[config.mk]
export PLATFORM = sky130hd
export DESIGN_NAME = button_debounce
export DESIGN_NICKNAME = d
export VERILOG_FILES = /design/src/rtl/button_pkg.sv /design/src/rtl/sync_2ff.sv /design/src/rtl/button_debounce.sv
export SDC_FILE = /design/constraint.sdc
export NUM_CORES = 1
export LEC_CHECK = 0
export ABC_AREA = 0
export CORE_UTILIZATION = 30
export CTS_CLUSTER_DIAMETER = 30
export CTS_CLUSTER_SIZE = 16
export DETAILED_ROUTE_END_ITERATION = 10
export PLACE_DENSITY = 0.46
export SYNTH_ARGS = -nofsm -noshare
export SYNTH_HDL_FRONTEND = slang
export SYNTH_SLANG_ARGS = --single-unit
[constraint.sdc]
create_clock -name clk -period 2.18 [get_ports clk]
set_clock_uncertainty 0.1 [all_clocks]
set_input_delay 0.327 -clock clk [delete_from_list [all_inputs] [get_ports clk]]
set_output_delay 0.327 -clock clk [all_outputs]
set_load 0.05 [all_outputs]
[src/rtl/button_pkg.sv]
// Shared types and default timing constants for the push-button front end.
package button_pkg;

   typedef enum logic [1:0] {
      STABLE_LOW  = 2'd0,
      PEND_HIGH   = 2'd1,
      STABLE_HIGH = 2'd2,
      PEND_LOW    = 2'd3
   } btn_state_t;

   // 10 ms debounce and 1 s long press at a 50 MHz board clock
   localparam int DEBOUNCE_CYCLES_DEF = 500000;
   localparam int LONG_CYCLES_DEF     = 50000000;

endpackage

[src/rtl/sync_2ff.sv]
// 1-bit two-flop synchroniser with synchronous active-low reset.
module sync_2ff (
   input  logic clk,
   input  logic reset,
   input  logic d,
   output logic q
);

   logic s1;

   always_ff @(posedge clk) begin
      if (!reset) begin
         s1 <= 1'b0;
         q  <= 1'b0;
      end else begin
         s1 <= d;
         q  <= s1;
      end
   end

endmodule

[src/rtl/button_debounce.sv]
// Push-button synchroniser + debounce FSM with optional long-press pulse.
// Define BUTTON_LONG_PRESS_EN to compile in the hold counter and o_long_press.
module button_debounce
   import button_pkg::*;
#(
   parameter int DEBOUNCE_CYCLES = DEBOUNCE_CYCLES_DEF,
   parameter int LONG_CYCLES     = LONG_CYCLES_DEF
) (
   input  logic clk,
   input  logic reset,
   input  logic i_button,
   output logic o_button,
   output logic o_busy,
   output logic o_long_press
);

   localparam int CW = $clog2(DEBOUNCE_CYCLES + 1);
   localparam logic [CW-1:0] CNT_LAST = CW'(DEBOUNCE_CYCLES - 1);

   if (DEBOUNCE_CYCLES < 1 || LONG_CYCLES < 1) begin : g_bad_cfg
      $error("button_debounce: DEBOUNCE_CYCLES and LONG_CYCLES must be >= 1");
   end

   logic          s2;
   btn_state_t    state, state_nxt;
   logic [CW-1:0] cnt, cnt_nxt;

   sync_2ff u_sync (
      .clk   (clk),
      .reset (reset),
      .d     (i_button),
      .q     (s2)
   );

   always_ff @(posedge clk) begin
      if (!reset) begin
         state <= STABLE_LOW;
         cnt   <= '0;
      end else begin
         state <= state_nxt;
         cnt   <= cnt_nxt;
      end
   end

   // Any sample back at the old level drops straight to the previous stable state
   always_comb begin
      state_nxt = state;
      cnt_nxt   = cnt;
      case (state)
         STABLE_LOW: begin
            if (s2) begin
               if (DEBOUNCE_CYCLES == 1) begin
                  state_nxt = STABLE_HIGH;
               end else begin
                  state_nxt = PEND_HIGH;
                  cnt_nxt   = CW'(1);
               end
            end
         end
         PEND_HIGH: begin
            if (!s2) begin
               state_nxt = STABLE_LOW;
               cnt_nxt   = '0;
            end else if (cnt == CNT_LAST) begin
               state_nxt = STABLE_HIGH;
               cnt_nxt   = '0;
            end else begin
               cnt_nxt = cnt + CW'(1);
            end
         end
         STABLE_HIGH: begin
            if (!s2) begin
               if (DEBOUNCE_CYCLES == 1) begin
                  state_nxt = STABLE_LOW;
               end else begin
                  state_nxt = PEND_LOW;
                  cnt_nxt   = CW'(1);
               end
            end
         end
         PEND_LOW: begin
            if (s2) begin
               state_nxt = STABLE_HIGH;
               cnt_nxt   = '0;
            end else if (cnt == CNT_LAST) begin
               state_nxt = STABLE_LOW;
               cnt_nxt   = '0;
            end else begin
               cnt_nxt = cnt + CW'(1);
            end
         end
         default: begin
            state_nxt = STABLE_LOW;
            cnt_nxt   = '0;
         end
      endcase
   end

   assign o_button = (state == STABLE_HIGH) || (state == PEND_LOW);
   assign o_busy   = (state == PEND_HIGH)   || (state == PEND_LOW);

`ifdef BUTTON_LONG_PRESS_EN
   localparam int HW = $clog2(LONG_CYCLES + 1);
   localparam logic [HW-1:0] HOLD_MAX = HW'(LONG_CYCLES);
   localparam logic [HW-1:0] HOLD_PRE = HW'(LONG_CYCLES - 1);

   logic [HW-1:0] hold;
   logic          long_q;
   logic          btn_nxt;

   assign btn_nxt = (state_nxt == STABLE_HIGH) || (state_nxt == PEND_LOW);

   // Gating on btn_nxt lets a release on the saturating edge suppress the pulse
   always_ff @(posedge clk) begin
      if (!reset) begin
         hold   <= '0;
         long_q <= 1'b0;
      end else begin
         if (!o_button || !btn_nxt)
            hold <= '0;
         else if (hold != HOLD_MAX)
            hold <= hold + HW'(1);
         long_q <= o_button && btn_nxt && (hold == HOLD_PRE);
      end
   end

   assign o_long_press = long_q;
`else
   assign o_long_press = 1'b0;
`endif

endmodule

==> run summary, run 1 <==
power share of the clock group - 37.3%
Peak VDD IR - 0.349 mV
Static Leak - 0.514 nW
xor and xnor fraction of the mapped netlist area - 2.65%
total global-route track usage - 14.0%
unrepaired setup endpoints after global routing - false
switching power of the nets - 172 uW
area of combinational cells with multiple inputs - 736 sq um
final non-filler cell area - 0.00141 sq mm
maximum fanout along the worst path - 5
largest net degree at the start of global routing - 15
core area - 0.00403 sq mm
half-perimeter wire length of the detailed placement result - 1960 um
Synth async-reset ratio - 0%
highest clock rate - 0.502 GHz
standard cell area after detailed placement - 0.00136 sq mm
CTS clk-pin slew, worst paths - 0.09 ns
final antenna-violating net count - 0
Clock Root Buffer - sky130_fd_sc_hd__clkbuf_8
Worst Path Required - 2.24 ns
CP startpoint kind - flop
global placer's final weighted congestion - 0.734
overflow left after global routing - 0
internal power summed over all cells - 567 uW
Yosys warning total - 0
result of the run - finished, final reports clean
setup repair bufs after CTS - 0
number of fill cells in the layout - 432
number of buffers added by the clock tree synthesis step - 3
Die Height - 67.2 um
total power - 739 uW
IO Pins - 6
count of unresolved DRC violations after routing - 0
router iterations before antenna repair - 4
flops & latches, synth - 23
critical path data arrival time - 2.05 ns
horizontal extent of the die - 67.2 um
top cells by area, synth - sky130_fd_sc_hd__dfxtp_1 (36%), sky130_fd_sc_hd__a21oi_1 (5.1%), sky130_fd_sc_hd__nand3_1 (5.1%)
Total Neg Setup Slack - 0 ns
area growth from synthesis to layout - 10.8%
vias in the first global route - 1034
register area - 460 sq um
post-synth cell types - 47
worst-path cell chain - ha_1 -> nand4_2 -> or2_1 -> or3_1 -> o211ai_2 -> nand3_1
most area-hungry cell type in the Yosys netlist - sky130_fd_sc_hd__dfxtp_1
per-cell via count in the routed design - 5.11
site row count - 23
final count of hold timing violations - 0
synthesized instance count - 152
adder-cell share of the synthesized area - 0.981%
detailed-route via count - 1063
kind of cell with the highest combined delay on the critical path - simple AND/OR/NAND/NOR gates
post-synthesis net count - 156
fraction of layout cells with a size suffix above 1 - 15.8%
proportion of total power due to net switching - 23.3%
Cell Area, Synth - 0.00127 sq mm
sequential fraction of the synthesis area - 36.1%
Max Cap Violations - 0
mean instance size in the synthesized netlist - 8.39 sq um
number of diodes added for antenna fixing - 0
NumNets Final - 163
simple logic cell fraction of the synthesized area - 32.9%
register share of total power - 57.7%
total of buffers placed on input and output ports - 4
WS Path Type - flop to flop
average wire per cell in the routed design - 12.5 um
compound-gate portion of the synthesized area - 19.3%
Bufs on Longest Clock Path - 2
DRT Wirelength - 2610 um
# setup viols final - 0
total count of max-transition violations in the final report - 0
# clock sinks - 23
final standard cell count with taps included and fillers excluded - 208
wire length of the first global-routing pass - 4740 um
largest family of logic cells by synthesized area - simple AND/OR/NAND/NOR gates
die outline area - 0.00451 sq mm
Comb pwr share - 5.0%
final-layout worst hold slack - 0.345 ns
fin crit period - 1.99 ns
placed cells - 204
Top FF cell, synth - sky130_fd_sc_hd__dfxtp_1
cts repair resizes - 0
initial core utilization - 31.6%
capturing element type of the critical path - flop
leading cell type in the layout, fill and taps excluded - sky130_fd_sc_hd__dfxtp_1
portion of synthesized cell area occupied by the leading cell type - 36.1%
standard cell with the maximum stage delay on the critical path - sky130_fd_sc_hd__dfxtp_1
delay of the slowest critical-path stage - 0.40 ns
min-delay worst type - flop to flop
final period utilization - 91.5%
violation count after the first detailed-routing iteration - 63
hold buffer count at cts - 0
number of enable-type register cells in the synthesized netlist - 0
most frequent cells in the layout - sky130_fd_sc_hd__dfxtp_1 (23), sky130_fd_sc_hd__nand2_1 (16), sky130_fd_sc_hd__nand3_1 (13), sky130_fd_sc_hd__a21oi_1 (13), sky130_fd_sc_hd__nor2_1 (10)
antenna violations before repair - 0
TritonCTS clock tree - built
insertion delay of the later-clocked pin in the worst-skew pair - 0.27 ns
multiplexer fraction of the synthesized cell area - 1.57%
critical path buffer and inverter count - 0
H-tree depth - 1
ratio of total power to cell area - 523 mW/mm^2
[layout make-up]
class | count | share of cell area, %
Sequential cell | 23 | 32.6
Multi-Input combinational cell | 117 | 52.1
Clock buffer | 3 | 2.92
Tap cell | 50 | 4.43
Timing Repair Buffer | 12 | 6.91
Clock inverter | 1 | 0.531
Inverter | 2 | 0.531
[metrics by stage]
step                      worst slack [ns]  util (%)
after CTS                            0.176      35.1
after detailed placement             0.203      33.9
after global placement               0.195      33.9
final                                0.186      35.1
after global routing                0.0657      35.1
after floorplan                      0.376         -
[path summary, 6_finish.rpt]
check	start	end	slack, ns	depth (start not counted)
max	cnt[0]$_SDFFE_PN0P_	cnt[18]$_SDFFE_PN0P_	0.19	6
min	u_sync.s1$_SDFF_PN0_	u_sync.q$_SDFF_PN0_	0.34	1
max reg2reg	cnt[0]$_SDFFE_PN0P_	cnt[18]$_SDFFE_PN0P_	0.19	6
min reg2reg	u_sync.s1$_SDFF_PN0_	u_sync.q$_SDFF_PN0_	0.34	1
[cells in the mapped netlist, drive strengths merged, types with 2 or more instances]
cell type / n
dfxtp: 23
nand2: 17
a21oi: 14
nand3: 14
nor2: 10
a31oi: 7
o21ai: 7
buf: 5
clkbuf: 5
nand4: 5
and2: 3
nor3: 3
a22o: 2
and3: 2
and4: 2
inv: 2
mux2i: 2
nor2b: 2
nor3b: 2
nor4: 2
o211ai: 2
or2: 2
or3: 2
or3b: 2
xnor2: 2
[registers in the layout, summed over array words and instances, names as in the netlist, named ones only]
| register | cells |
|---|---|
| u_sync.q | 1 |
| state | 1 |
| cnt | 19 |
| u_sync.s1 | 1 |
[worst register-to-register path, delay by kind of cell, from the launching register on]
family	cells	cell delay, ns
AO/OA/AOI/OAI	1	0.14
adder cells (fa/ha/maj)	1	0.27
flip-flops	1	0.40
AND/OR/NAND/NOR	4	0.97
[cells by family (layout without fill, tap and decap cells)]
| kind of cell | count (synthesis) | count (layout) |
|---|---|---|
| XOR/XNOR | 3 | 3 |
| multiplexers | 2 | 2 |
| AO/OA/AOI/OAI | 38 | 38 |
| buffers and inverters | 12 | 18 |
| flip-flops | 23 | 23 |
| other | 1 | 1 |
| adder cells (fa/ha/maj) | 1 | 1 |
| AND/OR/NAND/NOR | 72 | 72 |
[routing by layer]
| metal | vias up | track usage (%) | wire length (um) | share of wire [%] |
|---|---|---|---|---|
| met5 | - | 0 | 0 | 0 |
| met4 | 0 | 3.19 | 25 | 0.96 |
| met3 | 2 | 3.55 | 38 | 1.5 |
| met2 | 4 | 22.3 | 1180 | 45 |
| met1 | 492 | 19.0 | 1360 | 52 |
| li1 | 565 | - | - | - |
[power by group through the flow]
| stage | Combinational [mW] | Clock [mW] | Sequential, mW |
|---|---|---|---|
| after floorplan | 0.0275 | 0 | 0.435 |
| after global placement | 0.0373 | 0 | 0.437 |
| after detailed placement | 0.0373 | 0 | 0.437 |
| after CTS | 0.0373 | 0.291 | 0.427 |
| after global routing | 0.0415 | 0.307 | 0.427 |
| final | 0.0368 | 0.276 | 0.427 |
Power figures use the tool's default switching activity.
==> inputs of run 2 (changes only) <==
--- a/config.mk
+++ b/config.mk
@@ -10,7 +10,8 @@
 export CTS_CLUSTER_DIAMETER = 30
 export CTS_CLUSTER_SIZE = 16
 export DETAILED_ROUTE_END_ITERATION = 10
-export PLACE_DENSITY = 0.46
+export PLACE_DENSITY = 0.47
 export SYNTH_ARGS = -nofsm -noshare
 export SYNTH_HDL_FRONTEND = slang
+export SYNTH_HIERARCHICAL = 1
 export SYNTH_SLANG_ARGS = --single-unit
==> run 2 against run 1 <==
Against the previous run:
- power is 0.78% lower
- critical path depth is 1 higher
- critical path type unchanged
- first-iteration DRC count fell by 6.3%
- utilization is 1.9 points higher
- sequential share of layout area up 0.65 points
- final cell count decreased by 0.48%
- highest routed layer unchanged
- critical endpoint is now cnt[17]$_SDFFE_PN0P_
- maximum frequency down 3.1%
- combinational power grew 10%
- sequential cell count unchanged
==> run summary, run 2 <==
mean instance size in the synthesized netlist - 8.04 sq um
vias in the first global route - 1068
flops & latches, synth - 23
Yosys warning total - 6
largest net degree at the start of global routing - 16
site row count - 22
router iterations before antenna repair - 4
# setup viols final - 0
Reg with most FFs - cnt
unrepaired setup endpoints after global routing - false
share of the core filled with cells - 37.0%
average wire per cell in the routed design - 13.5 um
sequential fraction of the synthesis area - 38.7%
capturing element type of the critical path - flop
simple logic cell fraction of the synthesized area - 32.0%
number of fill cells in the layout - 416
multiplexer fraction of the synthesized cell area - 0.841%
DRT Wirelength - 2790 um
post-synth cell types - 37
Top FF cell, synth - sky130_fd_sc_hd__dfxtp_1
half-perimeter wire length of the detailed placement result - 2040 um
count of unresolved DRC violations after routing - 0
final antenna-violating net count - 0
total power - 734 uW
total of buffers placed on input and output ports - 4
per-cell via count in the routed design - 5.15
H-tree depth - 1
initial core utilization - 31.8%
post-synthesis net count - 152
number of buffers added by the clock tree synthesis step - 3
Total Neg Setup Slack - 0 ns
insertion delay of the later-clocked pin in the worst-skew pair - 0.26 ns
most area-hungry cell type in the Yosys netlist - sky130_fd_sc_hd__dfxtp_1
violation count after the first detailed-routing iteration - 59
overflow left after global routing - 0
Static Leak - 0.455 nW
Die Height - 65.0 um
worst slack at placement - 0.00209 ns
min-delay worst type - flop to flop
area growth from synthesis to layout - 16.4%
synthesized instance count - 148
total count of max-transition violations in the final report - 0
Worst Path Required - 2.24 ns
R2R cell count - 7
hold buffer count at cts - 0
horizontal extent of the die - 65.0 um
count leader, synth - sky130_fd_sc_hd__dfxtp_1
total global-route track usage - 15.1%
top cells by instance count after synthesis - sky130_fd_sc_hd__dfxtp_1 (23), sky130_fd_sc_hd__nand2_1 (13), sky130_fd_sc_hd__nand3_1 (12)
largest family of logic cells by synthesized area - simple AND/OR/NAND/NOR gates
# clock sinks - 23
final-layout worst hold slack - 0.338 ns
Setup WS post-layout - 0.123 ns
most frequent cells in the layout - sky130_fd_sc_hd__dfxtp_1 (23), sky130_fd_sc_hd__nand2_1 (13), sky130_fd_sc_hd__nand3_1 (12)
delay of the slowest critical-path stage - 0.56 ns
TritonCTS clock tree - built
critical path data arrival time - 2.12 ns
final period utilization - 94.4%
Synth async-reset ratio - 0%
Cell Area, Synth - 0.00119 sq mm
WS Path Type - flop to flop
adder-cell share of the synthesized area - 1.05%
result of the run - finished, final reports clean
IO Pins - 6
Clock Root Buffer - sky130_fd_sc_hd__clkbuf_8
leading cell type in the layout, fill and taps excluded - sky130_fd_sc_hd__dfxtp_1
detailed-route via count - 1067
antenna violations before repair - 0
global placer's final weighted congestion - 0.750
xor and xnor fraction of the mapped netlist area - 3.58%
number of enable-type register cells in the synthesized netlist - 0
die outline area - 0.00422 sq mm
CP startpoint kind - flop
fin crit period - 2.06 ns
final count of hold timing violations - 0
standard cell with the maximum stage delay on the critical path - sky130_fd_sc_hd__or4_4
top cells by area, synth - sky130_fd_sc_hd__dfxtp_1 (39%), sky130_fd_sc_hd__nand3_1 (5.0%), sky130_fd_sc_hd__a31oi_1 (4.2%)
maximum fanout along the worst path - 7
wire length of the first global-routing pass - 4880 um
portion of synthesized cell area occupied by the leading cell type - 38.7%
highest clock rate - 0.486 GHz
compound-gate portion of the synthesized area - 17.2%
core area - 0.00374 sq mm
Peak VDD IR - 0.428 mV
number of diodes added for antenna fixing - 0
NumNets Final - 164
setup repair bufs after CTS - 0
CTS clk-pin slew, worst paths - 0.08 ns
worst-path cell chain - ha_2 -> nand3_4 -> or4_4 -> o21ai_4 -> buf_4 -> or3_1 -> o21ai_1
Bufs on Longest Clock Path - 2
Max Cap Violations - 0
ratio of total power to cell area - 530 mW/mm^2
max reg flops - 19
cell count of the worst hold path - 1
fraction of layout cells with a size suffix above 1 - 12.6%
run 2: cell types whose count changed after synthesis, moves of 2 or more:
cell	delta
sky130_fd_sc_hd__a21oi_1	-9
sky130_fd_sc_hd__o21ai_0	+4
sky130_fd_sc_hd__or3_1	+5
sky130_fd_sc_hd__nand2_1	-3
sky130_fd_sc_hd__o21ai_1	+3
sky130_fd_sc_hd__inv_1	+6
sky130_fd_sc_hd__nand4_2	-2
sky130_fd_sc_hd__nor4_1	+3
sky130_fd_sc_hd__and4_1	-2
sky130_fd_sc_hd__nor2_1	-3
sky130_fd_sc_hd__buf_6	-3
sky130_fd_sc_hd__or3b_2	-2
sky130_fd_sc_hd__a21o_1	+2
run 2: timing repair:
action / 4_1_cts / 5_1_grt
gates resized for setup: 1 / 3
pin swaps: 0 / 0
endpoints found under the setup margin: 3 / 7
run 2: critical path, delay by kind of cell (launching register included):
family / cells / cell delay (ns)
adder cells (fa/ha/maj): 1 / 0.24
buffers and inverters: 1 / 0.20
AND/OR/NAND/NOR: 3 / 0.75
flip-flops: 1 / 0.39
AO/OA/AOI/OAI: 2 / 0.28
run 2: cells by family (layout without fill, tap and decap cells):
logic type	after synthesis	in the layout
adder cells (fa/ha/maj)	1	1
flip-flops	23	23
AND/OR/NAND/NOR	68	68
buffers and inverters	16	27
other	1	1
multiplexers	1	1
AO/OA/AOI/OAI	34	34
XOR/XNOR	4	4
run 2: per-layer routing:
| layer | up-vias | part of all wire (%) | global-route usage (%) | wire (um) |
|---|---|---|---|---|
| li1 | 553 | - | - | - |
| met4 | 0 | 1.3 | 4.44 | 36 |
| met1 | 494 | 50 | 19.1 | 1400 |
| met2 | 14 | 46 | 25.0 | 1280 |
| met5 | - | 0 | 0 | 0 |
| met3 | 6 | 2.9 | 3.87 | 80 |
run 2: path summary, 6_finish.rpt:
path                                            from                   end  slack, ns
worst max-delay path             cnt[1]$_SDFFE_PN0P_  cnt[17]$_SDFFE_PN0P_       0.12
worst min-delay path            u_sync/s1$_SDFF_PN0_   u_sync/q$_SDFF_PN0_       0.34
worst max register to register   cnt[1]$_SDFFE_PN0P_  cnt[17]$_SDFFE_PN0P_       0.12
worst min register to register  u_sync/s1$_SDFF_PN0_   u_sync/q$_SDFF_PN0_       0.34
run 2: layout make-up:
type	count	area, sq um	share of cell area (%)
clock buffers	4	45.0	3.25
flip-flops and latches	23	460	33.2
well taps	48	60.1	4.34
repair buffers	15	123	8.85
multi-input cells	109	667	48.1
inverters	8	30.0	2.17
run 2: stage by stage:
stage	instances	area, sq um
floorplan	148	1190
global placement	203	1330
detailed placement	203	1330
CTS	207	1370
global route	207	1390
finish	207	1390
run 2: power breakdown:
| part | internal, mW | switching, mW | total (mW) | leakage [nW] |
|---|---|---|---|---|
| clock | 0.131 | 0.137 | 0.268 | 0.0228 |
| sequential | 0.423 | 0.00251 | 0.425 | 0.186 |
| combinational | 0.0162 | 0.0243 | 0.0405 | 0.246 |
==> inputs of run 3 (changes only) <==
--- a/config.mk
+++ b/config.mk
@@ -6,11 +6,13 @@
 export NUM_CORES = 1
 export LEC_CHECK = 0
 export ABC_AREA = 0
+export CORE_MARGIN = 1
 export CORE_UTILIZATION = 30
 export CTS_CLUSTER_DIAMETER = 30
 export CTS_CLUSTER_SIZE = 16
 export DETAILED_ROUTE_END_ITERATION = 10
-export PLACE_DENSITY = 0.47
+export HOLD_SLACK_MARGIN = 0.03
+export PLACE_DENSITY_LB_ADDON = 0.08
 export SYNTH_ARGS = -nofsm -noshare
 export SYNTH_HDL_FRONTEND = slang
 export SYNTH_HIERARCHICAL = 1
==> run 3 against run 2 <==
Against the previous run:
- first-iteration DRC count increased by 47%
- final area is 0.45% higher
- clock power about the same
==> run summary, run 3 (synthesis gave the netlist of run 2 again) <==
result of the run - finished, final reports clean
cell count of the worst hold path - 1
antenna violations before repair - 0
tightest slew margin relative to the limit - 66.1%
WS Path Type - flop to flop
final-layout worst hold slack - 0.333 ns
placed cells - 204
flop2flop setup slack - 0.15 ns
r2r startpoint - cnt[1]$_SDFFE_PN0P_
Total Neg Setup Slack - 0 ns
router iterations before antenna repair - 4
vias in the first global route - 969
per-cell via count in the routed design - 5.20
highest clock rate - 0.493 GHz
TritonCTS clock tree - built
total global-route track usage - 14.9%
Max Cap Violations - 0
setup repair bufs after CTS - 0
final standard cell count with taps included and fillers excluded - 208
hold buffer count at cts - 0
IO Pins - 6
ratio of total power to cell area - 529 mW/mm^2
number of diodes added for antenna fixing - 0
total count of max-transition violations in the final report - 0
max reg flops - 19
overflow left after global routing - 0
CP startpoint kind - flop
NumNets Final - 165
final count of hold timing violations - 0
number of buffers added by the clock tree synthesis step - 3
critical path data arrival time - 2.09 ns
maximum fanout along the worst path - 4
HP Start - u_sync/s1$_SDFF_PN0_
cts repair resizes - 0
final period utilization - 93.1%
Worst Path Required - 2.24 ns
unrepaired setup endpoints after global routing - false
global placer's final weighted congestion - 0.836
count of unresolved DRC violations after routing - 0
Clock Root Buffer - sky130_fd_sc_hd__clkbuf_8
insertion delay of the later-clocked pin in the worst-skew pair - 0.26 ns
Die Height - 65.0 um
largest net degree at the start of global routing - 16
half-perimeter wire length of the detailed placement result - 2000 um
most frequent cells in the layout - sky130_fd_sc_hd__dfxtp_1 (23), sky130_fd_sc_hd__nand2_1 (13), sky130_fd_sc_hd__nand3_1 (12), sky130_fd_sc_hd__buf_4 (12), sky130_fd_sc_hd__o21ai_0 (10)
Peak VDD IR - 0.401 mV
# setup viols final - 0
detailed-route via count - 1082
fraction of layout cells with a size suffix above 1 - 13.1%
share of the core filled with cells - 37.2%
min-delay worst type - flop to flop
capturing element type of the critical path - flop
wire length of the first global-routing pass - 4690 um
die outline area - 0.00422 sq mm
final antenna-violating net count - 0
# clock sinks - 23
DRT Wirelength - 2780 um
average wire per cell in the routed design - 13.4 um
leading cell type in the layout, fill and taps excluded - sky130_fd_sc_hd__dfxtp_1
Slew @ Worst Pin - 0.506 ns
initial core utilization - 31.8%
R2R cell count - 6
worst min-delay path endpoint - u_sync/q$_SDFF_PN0_
area growth from synthesis to layout - 16.9%
Reg with most FFs - cnt
Static Leak - 0.466 nW
H-tree depth - 1
fin crit period - 2.03 ns
Bufs on Longest Clock Path - 2
total of buffers placed on input and output ports - 4
site row count - 22
horizontal extent of the die - 65.0 um
core area - 0.00374 sq mm
violation count after the first detailed-routing iteration - 87
CTS clk-pin slew, worst paths - 0.08 ns
==> run 3: power breakdown <==
part           leakage [nW]  total [mW]  switching, mW  internal, mW
sequential            0.186       0.425        0.00169         0.423
clock                0.0255       0.269          0.142         0.128
combinational         0.255      0.0422         0.0256        0.0166
==> run 3: stage by stage <==
stage,setup WS [ns],cell area [sq um],power [mW]
floorplan,0.152,1190,0.459
global placement,0.0775,1340,0.476
detailed placement,0.0316,1340,0.477
CTS,0.0198,1380,0.746
global route,0.0143,1390,0.772
finish,0.151,1390,0.736
==> run 3: metal layers <==
metal  track usage (%)  part of all wire (%)  up-vias
met2              24.6                    45       11
met5                 0                     0        -
li1                  -                     -      554
met3              4.23                   2.6        2
met1              18.8                    51      515
met4              3.33                  0.79        0
==> run 3: worst max-delay path, stage by stage, from the launching register on <==
cell and delay [ns]:
sky130_fd_sc_hd__dfxtp_1 0.38, sky130_fd_sc_hd__ha_1 0.25, sky130_fd_sc_hd__nand3_4 0.09, sky130_fd_sc_hd__or4_4 0.55, sky130_fd_sc_hd__nor3_1 0.29, sky130_fd_sc_hd__mux2i_1 0.22
sky130_fd_sc_hd__nor2b_1 0.06
==> run 3: how the worst max path moves through the flow <==
stage / startpoint / end / slack, ns / depth (start not counted)
final: cnt[1]$_SDFFE_PN0P_ / flop / 0.15 / 6
after global routing: cnt[1]$_SDFFE_PN0P_ / cnt[16]$_SDFFE_PN0P_ / 0.01 / 7
after CTS: cnt[1]$_SDFFE_PN0P_ / cnt[1]$_SDFFE_PN0P_ / 0.02 / 5
after detailed placement: cnt[1]$_SDFFE_PN0P_ / cnt[1]$_SDFFE_PN0P_ / 0.03 / 5
after global placement: cnt[1]$_SDFFE_PN0P_ / cnt[1]$_SDFFE_PN0P_ / 0.08 / 5
after floorplan: cnt[0]$_SDFFE_PN0P_ / cnt[1]$_SDFFE_PN0P_ / 0.15 / 6
==> run 3: area by class of cell <==
cell class / instances / area (sq um)
sequential: 23 / 460
timing repair buffer: 16 / 130
clock inverter: 1 / 5.00
multi-input combinational: 109 / 664
clock buffer: 3 / 41.3
fill: 419 / 2350
inverter: 8 / 30.0
tap: 48 / 60.1
